**src/rtl/nv_clk_gate_pkg.sv**
```systemverilog
// Shared types and constants for the gated-domain clock-enable controller.
package nv_clk_gate_pkg;

    typedef enum logic [1:0] {
        CG_RUN   = 2'd0,
        CG_GATED = 2'd1,
        CG_WAKE  = 2'd2
    } cg_state_e;

    localparam int WAKE_CYC_MIN = 1;
    localparam int WAKE_CYC_MAX = 15;
    localparam int WCNT_W       = 4;
    localparam int GATE_CNT_W   = 16;

endpackage

```
**src/rtl/nv_clk_gate_hyst_cnt.sv**
```systemverilog
// Saturating idle-cycle counter; hit means the idle run reached the threshold.
module nv_clk_gate_hyst_cnt #(
    parameter int HYST_W = 8
) (
    input  logic              clk,
    input  logic              reset_,
    input  logic              clr,
    input  logic              inc,
    input  logic [HYST_W-1:0] thresh,
    output logic              hit
);

    logic [HYST_W-1:0] icnt;

    always_ff @(posedge clk or negedge reset_) begin
        if (!reset_) begin
            icnt <= '0;
        end else if (clr) begin
            icnt <= '0;
        end else if (inc && (icnt != '1)) begin
            icnt <= icnt + 1'b1;
        end
    end

    // >= so a threshold lowered below the running count still gates
    assign hit = (icnt >= thresh);

endmodule

```
**src/rtl/nv_clk_gate_ctrl.sv**
```systemverilog
// Clock-enable controller: gates after an idle run, warms up before accepting.
module nv_clk_gate_ctrl
    import nv_clk_gate_pkg::*;
#(
    parameter int HYST_W   = 8,
    parameter int WAKE_CYC = 2
) (
    input  logic                  clk,
    input  logic                  reset_,
    input  logic                  req_valid,
    output logic                  req_ready,
    input  logic                  busy,
    input  logic [HYST_W-1:0]     idle_thresh,
    input  logic                  cg_disable,
    output logic                  clk_en,
    output logic [1:0]            cg_state,
    output logic [GATE_CNT_W-1:0] gate_cnt
);

    localparam int WAKE_EFF =
        (WAKE_CYC < WAKE_CYC_MIN) ? WAKE_CYC_MIN :
        (WAKE_CYC > WAKE_CYC_MAX) ? WAKE_CYC_MAX : WAKE_CYC;
    localparam logic [WCNT_W-1:0] WAKE_LAST = WCNT_W'(WAKE_EFF - 1);

    cg_state_e         state;
    cg_state_e         next_state;
    logic [WCNT_W-1:0] wcnt;
    logic              idle;
    logic              hit;
    logic              icnt_clr;
    logic              icnt_inc;
    logic              wcnt_clr;
    logic              gate_inc;

    assign idle = !req_valid && !busy;

    nv_clk_gate_hyst_cnt #(
        .HYST_W (HYST_W)
    ) u_hyst (
        .clk    (clk),
        .reset_ (reset_),
        .clr    (icnt_clr),
        .inc    (icnt_inc),
        .thresh (idle_thresh),
        .hit    (hit)
    );

    always_comb begin
        next_state = state;
        icnt_clr   = 1'b0;
        icnt_inc   = 1'b0;
        wcnt_clr   = 1'b0;
        gate_inc   = 1'b0;
        unique case (state)
            CG_RUN: begin
                if (!idle || cg_disable) begin
                    icnt_clr = 1'b1;
                end else if (hit) begin
                    next_state = CG_GATED;
                    gate_inc   = 1'b1;
                end else begin
                    icnt_inc = 1'b1;
                end
            end
            CG_GATED: begin
                if (req_valid || busy || cg_disable) begin
                    next_state = CG_WAKE;
                    icnt_clr   = 1'b1;
                    wcnt_clr   = 1'b1;
                end
            end
            CG_WAKE: begin
                // warm-up always runs to completion
                if (wcnt == WAKE_LAST) begin
                    next_state = CG_RUN;
                end
            end
            default: next_state = CG_RUN;
        endcase
    end

    always_ff @(posedge clk or negedge reset_) begin
        if (!reset_) begin
            state    <= CG_RUN;
            clk_en   <= 1'b1;
            wcnt     <= '0;
            gate_cnt <= '0;
        end else begin
            state  <= next_state;
            clk_en <= (next_state != CG_GATED);
            if (wcnt_clr) begin
                wcnt <= '0;
            end else if (state == CG_WAKE) begin
                wcnt <= wcnt + 1'b1;
            end
            if (gate_inc && (gate_cnt != '1)) begin
                gate_cnt <= gate_cnt + 1'b1;
            end
        end
    end

    assign req_ready = (state == CG_RUN);
    assign cg_state  = state;

endmodule

```
**config.mk**
```make
export PLATFORM = sky130hd
export DESIGN_NAME = nv_clk_gate_ctrl
export DESIGN_NICKNAME = d
export VERILOG_FILES = /design/src/rtl/nv_clk_gate_pkg.sv /design/src/rtl/nv_clk_gate_hyst_cnt.sv /design/src/rtl/nv_clk_gate_ctrl.sv
export SDC_FILE = /design/constraint.sdc
export NUM_CORES = 1
export LEC_CHECK = 0
export CAP_MARGIN = 5
export CORE_ASPECT_RATIO = 2
export CORE_MARGIN = 2
export CORE_UTILIZATION = 44
export CTS_BUF_LIST = sky130_fd_sc_hd__clkbuf_8 sky130_fd_sc_hd__clkbuf_16
export DETAILED_ROUTE_END_ITERATION = 8
export GPL_TIMING_DRIVEN = 1
export PLACE_DENSITY = 0.73
export SYNTH_ARGS = -nofsm -noshare
export SYNTH_HDL_FRONTEND = slang
export SYNTH_HIERARCHICAL = 1
export SYNTH_SLANG_ARGS = --single-unit
```
**constraint.sdc**
```tcl
create_clock -name clk -period 4.2 [get_ports clk]
set_input_delay 0.42 -clock clk [delete_from_list [all_inputs] [get_ports clk]]
set_output_delay 0.42 -clock clk [all_outputs]
set_load 0.05 [all_outputs]
```
==> results of run 1 <==
==> through the flow <==
stage	hold WS (ps)	std cells	total power [mW]
floorplan	124	181	0.399
global placement	464	261	0.431
detailed placement	469	261	0.436
CTS	482	269	0.679
global route	530	269	0.706
finish	479	269	0.670
==> layout make-up <==
class / count / area (sq um) / share of cell area (%)
clock buffer: 6 / 82.6 / 3.54
clock inverter: 2 / 8.76 / 0.375
inverter: 11 / 41.3 / 1.77
multi-input combinational: 134 / 1030 / 44.2
sequential: 31 / 777 / 33.3
tap: 52 / 65.1 / 2.79
timing repair buffer: 33 / 328 / 14.0
==> worst max-delay path: cells and delay by family <==
| kind | cells | cell delay [ps] |
|---|---|---|
| muxes | 1 | 310 |
| adders and majority gates | 1 | 290 |
| and+or+nand+nor | 2 | 1110 |
| buffers and inverters | 2 | 490 |
| AOI/OAI and AO/OA | 4 | 860 |
==> metal layers <==
| layer | GRT usage [%] | wire length (um) | vias up | part of all wire (%) |
|---|---|---|---|---|
| li1 | - | - | 749 | - |
| met5 | 0 | 0 | - | 0 |
| met2 | 34.6 | 2240 | 42 | 55 |
| met4 | 10.4 | 124 | 0 | 3.1 |
| met3 | 2.95 | 127 | 10 | 3.1 |
| met1 | 19.2 | 1550 | 761 | 38 |
==> cell usage in the layout (no fill, tap or decap), types with 2 or more instances in the layout <==
master	netlist	layout
a211oi_1	3	3
a21o_1	3	3
a21oi_1	5	5
a221oi_1	2	2
a31oi_1	8	8
and3_1	5	5
and4_1	4	4
clkbuf_8	0	6
clkdlybuf4s50_1	0	32
dfrtp_1	30	30
ha_1	12	12
inv_1	11	12
mux2_4	2	2
nand2_1	5	5
nand2b_1	3	3
nand3_1	9	9
nand4_1	9	9
nor2_1	8	8
nor2b_1	4	4
nor3_1	8	8
nor4_1	4	4
nor4_4	3	3
o21ai_0	4	4
xnor2_1	5	5
xor2_1	7	7
==> final timing paths <==
| path | slack [ps] | cells past startpoint | start | to |
|---|---|---|---|---|
| max in group asynchronous | 3330 | 2 | reset_ | clk_en$_DFF_PN1_ |
| min in group asynchronous | 540 | 2 | reset_ | gate_cnt[15]$_DFFE_PN0P_ |
| min | 480 | 1 | wcnt[3]$_DFFE_PN0P_ | wcnt[3]$_DFFE_PN0P_ |
| min reg2reg | 480 | 1 | wcnt[3]$_DFFE_PN0P_ | wcnt[3]$_DFFE_PN0P_ |
| max reg2reg | 980 | 8 | u_hyst/icnt[6]$_DFFE_PN0P_ | u_hyst/icnt[3]$_DFFE_PN0P_ |
| max | 870 | 10 | idle_thresh[6] | u_hyst/icnt[3]$_DFFE_PN0P_ |
==> flip-flops by register name, indices dropped and copies added (netlist names) <==
register	count
u_hyst/icnt	8
gate_cnt	16
wcnt	4
clk_en	1
cg_state	2
==> power breakdown <==
part | switching [mW] | internal [mW]
Clock | 0.111 | 0.130
Combinational | 0.0436 | 0.0427
Sequential | 0.0254 | 0.318
==> logic make-up (layout without fill, tap and decap cells) <==
group / after synthesis / after routing / synth area share, %
adder cells (fa/ha/maj): 12 / 12 / 8.01
XOR/XNOR: 12 / 12 / 5.61
AND/OR/NAND/NOR: 73 / 73 / 26.6
AO/OA/AOI/OAI: 33 / 33 / 12.2
multiplexers: 4 / 4 / 2.74
flip-flops: 31 / 31 / 41.5
buffers and inverters: 16 / 52 / 3.40
==> metrics.txt, run 1 <==
status completed; vias in the first global route 1514; mapped cell area 1870 sq um; CP peak stage delay approximately 820 ps; post-CTS setup buffers 0; sequential area share after synthesis 41.5%; first-pass GRT wire length 6.81 mm; Num CTS Buffers 5; area leader, netlist dfrtp_1; clk_skew 9.82 ps; Ant. Diodes 0; largest net degree at the start of global routing 32; top cell type's share of synthesized area 40.1%; Fin. Hold Viols 0; initial antenna violation count 0; Core Util, Final 57.1%; CTS root buf clkbuf_8; Hold Crit Class reg2reg; Post-Syn Instances 181; Clk pin slew, worst setup/hold paths 70 ps; initial core utilization 45.9%; P per Cell Area 287 nW/um^2; Synth top cells by count dfrtp_1, ha_1, inv_1, nand3_1, nand4_1; required time worst endpoint between 4000 and 5000 ps; # DRC 0; Post-DP HPWL 2.98 mm; Nets 241; final setup TNS 0 ps; crit path max fanout 7; final setup fails 0; standard-cell rows 33; share of flip-flops with an asynchronous set or reset 100%; grt ovf 0; Synth cell types between 40 and 50; crit-path cells clkdlybuf4s50_1 -> inv_1 -> ha_1 -> a21o_1 -> a221oi_1 -> o21ai_0 -> nor4_1 -> nand4_1 -> a21oi_2 -> mux2_4; final worst path period need 3330 ps; Via Count 1562; die extent in y 96.3 um; CTS resizes 0; dpl ws roughly 620 ps; CTS tree built; Crit. End Element flip-flop; top cells by area, synth dfrtp_1, ha_1, nor4_4; EDFF count, synth 0; Global Route Usage Sum 18.6%; hold_buf cts 0; Worst EP arrival between 3000 and 4000 ps; Pins Over Slew Limit 0; I/O pin count 33; Main synth FF type dfrtp_1; Die ar. between 4000 and 5000 sq um; Avg Cell Area, Syn 10.4 sq um; Worst IR Drop VDD 0.258 mV; core box area 4090 sq um; Synth warnings 6; H-tree depth 2; setup ws final 871 ps; Worst-Skew Late Latency around 280 ps; slew of the pin with the lowest slew margin 931 ps; detailed-route wire length between 4 and 5 mm; startpoint types input port; layout cell share with drive strength beyond 1 between 10% and 20%; max cap viols 0; GP Congestion 0.820; most frequent cell after synthesis dfrtp_1; Post-DRT Antenna Nets 0; Longest Clk Path Bufs 2; clk sinks 31; initial drt markers between 40 and 50; Port Buf Inserts 32; post-route cell area 2340 sq um; synthesized flop and latch total 31; Crit-path slowest cell nor4_1; router iterations before antenna repair 4; Crit Path Class in2reg; Final Cycle Share 79.3%; Peak Freq 300 MHz; wire length per cell 15.0 um; Slew HR 37.3%; P&R area growth vs syn 24.6%; vias per inst 5.81; leakage 1.09 nW; die width 50.2 um; Layout fillers around 360; RSZ-0062 raised after global routing no; Placement Cell Area 2240 sq um; syn_nets 206
No activity file was read; power rests on OpenSTA's default activity.
==> run 2, diff against run 1 <==
PLACE_DENSITY = 0.75   (was 0.73)
clock period = 2.8 ns   (was 4.2 ns; I/O delays follow)
==> run 2 against run 1 <==
Clock skew fell by 6.5 ps; sequential share of layout area fell by 1.8 points; worst setup slack got worse by 720 ps; hold slack got worse by 93 ps; first-iteration DRC count rose by 4.7%; sequential cell count did not move; wire length rose by 7.5%; register-to-register slack got worse by 760 ps; die area did not move; critical path depth rose by 1; combinational power rose by 62%; highest routed layer unchanged.
==> metrics.txt, run 2 (synthesis results as in run 1) <==
final setup fails 0 (unchanged); Finished Layout Cells 281 (+4.5%); Ant. Diodes 0 (unchanged); clock power share 41.2% (+5.3 points); CP peak stage delay 450 ps (-370 ps); Fin. Hold Viols 0 (unchanged); clk sinks 31 (unchanged); biggest regs gate_cnt: 16 flops, u_hyst/icnt: 8 flops, wcnt: 4 flops; first-pass GRT wire length 7.28 mm (+6.9%); max FFs per register 16 (unchanged); Clk pin slew, worst setup/hold paths 70 ps (about the same); Bufs and invs on worst path 3 (+1); # DRC 0 (unchanged); Post-Place Cells 271 (+3.8%); most frequent cells in the layout clkdlybuf4s50_1, dfrtp_1, buf_4; Post-DRT Antenna Nets 0 (unchanged); final setup TNS 0 ps (unchanged); CTS root buf clkbuf_8; Worst IR Drop VDD 0.287 mV (+11%); clk_skew 3.29 ps (-6.53 ps); grt ovf 0 (unchanged); crit path max fanout 4 (-3); I/O pin count 33 (unchanged); Pins Over Slew Limit 0 (unchanged); Global Route Usage Sum 19.8% (+1.1 points); Post-DP HPWL 3.14 mm (+5.4%); Largest Register gate_cnt; overall power 1.11 mW (+66%); Worst EP arrival 2850 ps (-640 ps); core box area 4090 sq um (unchanged); switch share 24.9% (-1.9 points); final worst path period need 2650 ps; final hold slack 386 ps (-92.6 ps); Crit. End Element flip-flop; initial antenna violation count 0 (unchanged); H-tree depth 2 (unchanged); Die ar. 4830 sq um (unchanged); Final Cycle Share a little over nine tenths; wire length per cell 15.5 um (+2.9%); required time worst endpoint 3000 ps (-1360 ps); detailed-route wire length 4.35 mm (+7.5%); vias per inst 5.68 (-2.2%); Crit Path Class in2reg; initial drt markers 45 (+4.7%); die width 50.2 um (unchanged); share of total power in combinational logic 12.6% (-0.3 points); crit-path cells clkdlybuf4s50_1 -> inv_1 -> ha_1 -> and3_1 -> o2111ai_1 -> o21ai_2 -> or3b_4 -> nor4_4 -> buf_4 -> a21oi_1 -> a31oi_1; status completed; RSZ-0062 raised after global routing no; largest net degree at the start of global routing 32 (unchanged); Peak Freq 377 MHz; Port Buf Inserts 32 (unchanged); GP Congestion 0.843 (+2.8%); P_sw 0.277 mW (+54%); Longest Clk Path Bufs 2 (unchanged); leakage 1.17 nW (+6.8%); startpoint types input port; Via Count 1595 (+2.1%); layout cell share with drive strength beyond 1 16.6% (+6.5 points); P&R area growth vs syn 31.7%; max cap viols 0 (unchanged); commonest non-fill, non-tap cell in the layout clkdlybuf4s50_1; vias in the first global route 1652 (+9.1%); Placement Cell Area 2320 sq um (+3.3%); Crit-path slowest cell clkdlybuf4s50_1; Slew HR 65.9% (+29 points); Num CTS Buffers 5 (unchanged); standard-cell rows 33 (unchanged); Worst-Skew Late Latency 280 ps (about the same); Nets 253 (+5.0%); Internal 0.835 mW (+70%); initial core utilization 45.9% (unchanged); Hold Crit Class in2async; router iterations before antenna repair 4 (unchanged); CP top delay family simple AND/OR/NAND/NOR gates; slew of the pin with the lowest slew margin 510 ps (-421 ps); P per Cell Area 450 nW/um^2 (+57%); post-route cell area 2470 sq um (+5.7%); CTS tree built; sequential power share 46.2% (-5.0 points); die extent in y 96.3 um (unchanged)
run 2: layout make-up:
type / count / area [sq um]
clock buffer: 6 / 82.6
timing repair buffer: 45 / 418
tap: 52 / 65.1
multi-input combinational: 134 / 1050
sequential: 31 / 777
inverter: 11 / 41.3
fill: 342 / 1620
clock inverter: 2 / 35.0
run 2: through the flow:
step	util [%]	setup slack, ps
floorplan	-	98.1
global placement	56.7	-140
detailed placement	56.7	-236
CTS	59.6	89.4
global route	60.4	55.0
finish	60.4	150
run 2: timing repair:
| action | in CTS | in global routing |
|---|---|---|
| endpoints found under the setup margin | 1 | 5 |
| buffers inserted | 0 | 2 |
| pin swaps | 0 | 1 |
| gates cloned | 0 | 0 |
| hold buffers | 0 | 0 |
| gates resized for setup | 1 | 3 |
run 2: path summary, 6_finish.rpt:
path | end | slack [ps] | from | cells after the start
max in group asynchronous | clk_en$_DFF_PN1_ | 2080 | reset_ | 2
min in group clk | wcnt[3]$_DFFE_PN0P_ | 480 | wcnt[3]$_DFFE_PN0P_ | 1
min reg2reg | wcnt[3]$_DFFE_PN0P_ | 480 | wcnt[3]$_DFFE_PN0P_ | 1
max reg2reg | gate_cnt[12]$_DFFE_PN0P_ | 220 | u_hyst/icnt[7]$_DFFE_PN0P_ | 9
min | gate_cnt[11]$_DFFE_PN0P_ | 390 | reset_ | 2
max | gate_cnt[12]$_DFFE_PN0P_ | 150 | idle_thresh[7] | 11
run 2: power groups by stage:
stage / clock (mW) / sequential (mW) / combinational (mW)
floorplan: 0 / 0.517 / 0.0821
global placement: 0 / 0.521 / 0.135
detailed placement: 0 / 0.522 / 0.141
CTS: 0.466 / 0.514 / 0.142
global route: 0.483 / 0.518 / 0.159
finish: 0.458 / 0.514 / 0.140
run 2: per-layer routing:
| layer | part of all wire (%) | vias up | wire length, um | global-route usage (%) |
|---|---|---|---|---|
| li1 | - | 777 | - | - |
| met1 | 37 | 776 | 1630 | 19.4 |
| met2 | 59 | 40 | 2570 | 37.9 |
| met3 | 2.7 | 2 | 118 | 2.95 |
| met4 | 0.74 | 0 | 32 | 11.1 |
| met5 | 0 | - | 0 | 0 |
run 2: worst register-to-register path, delay by kind of cell, from the launching register on:
family / cells / cell delay, ps
compound gates: 4 / 560
fa+ha+maj: 1 / 320
buf+inv: 1 / 180
flops: 1 / 410
simple gates: 3 / 1040
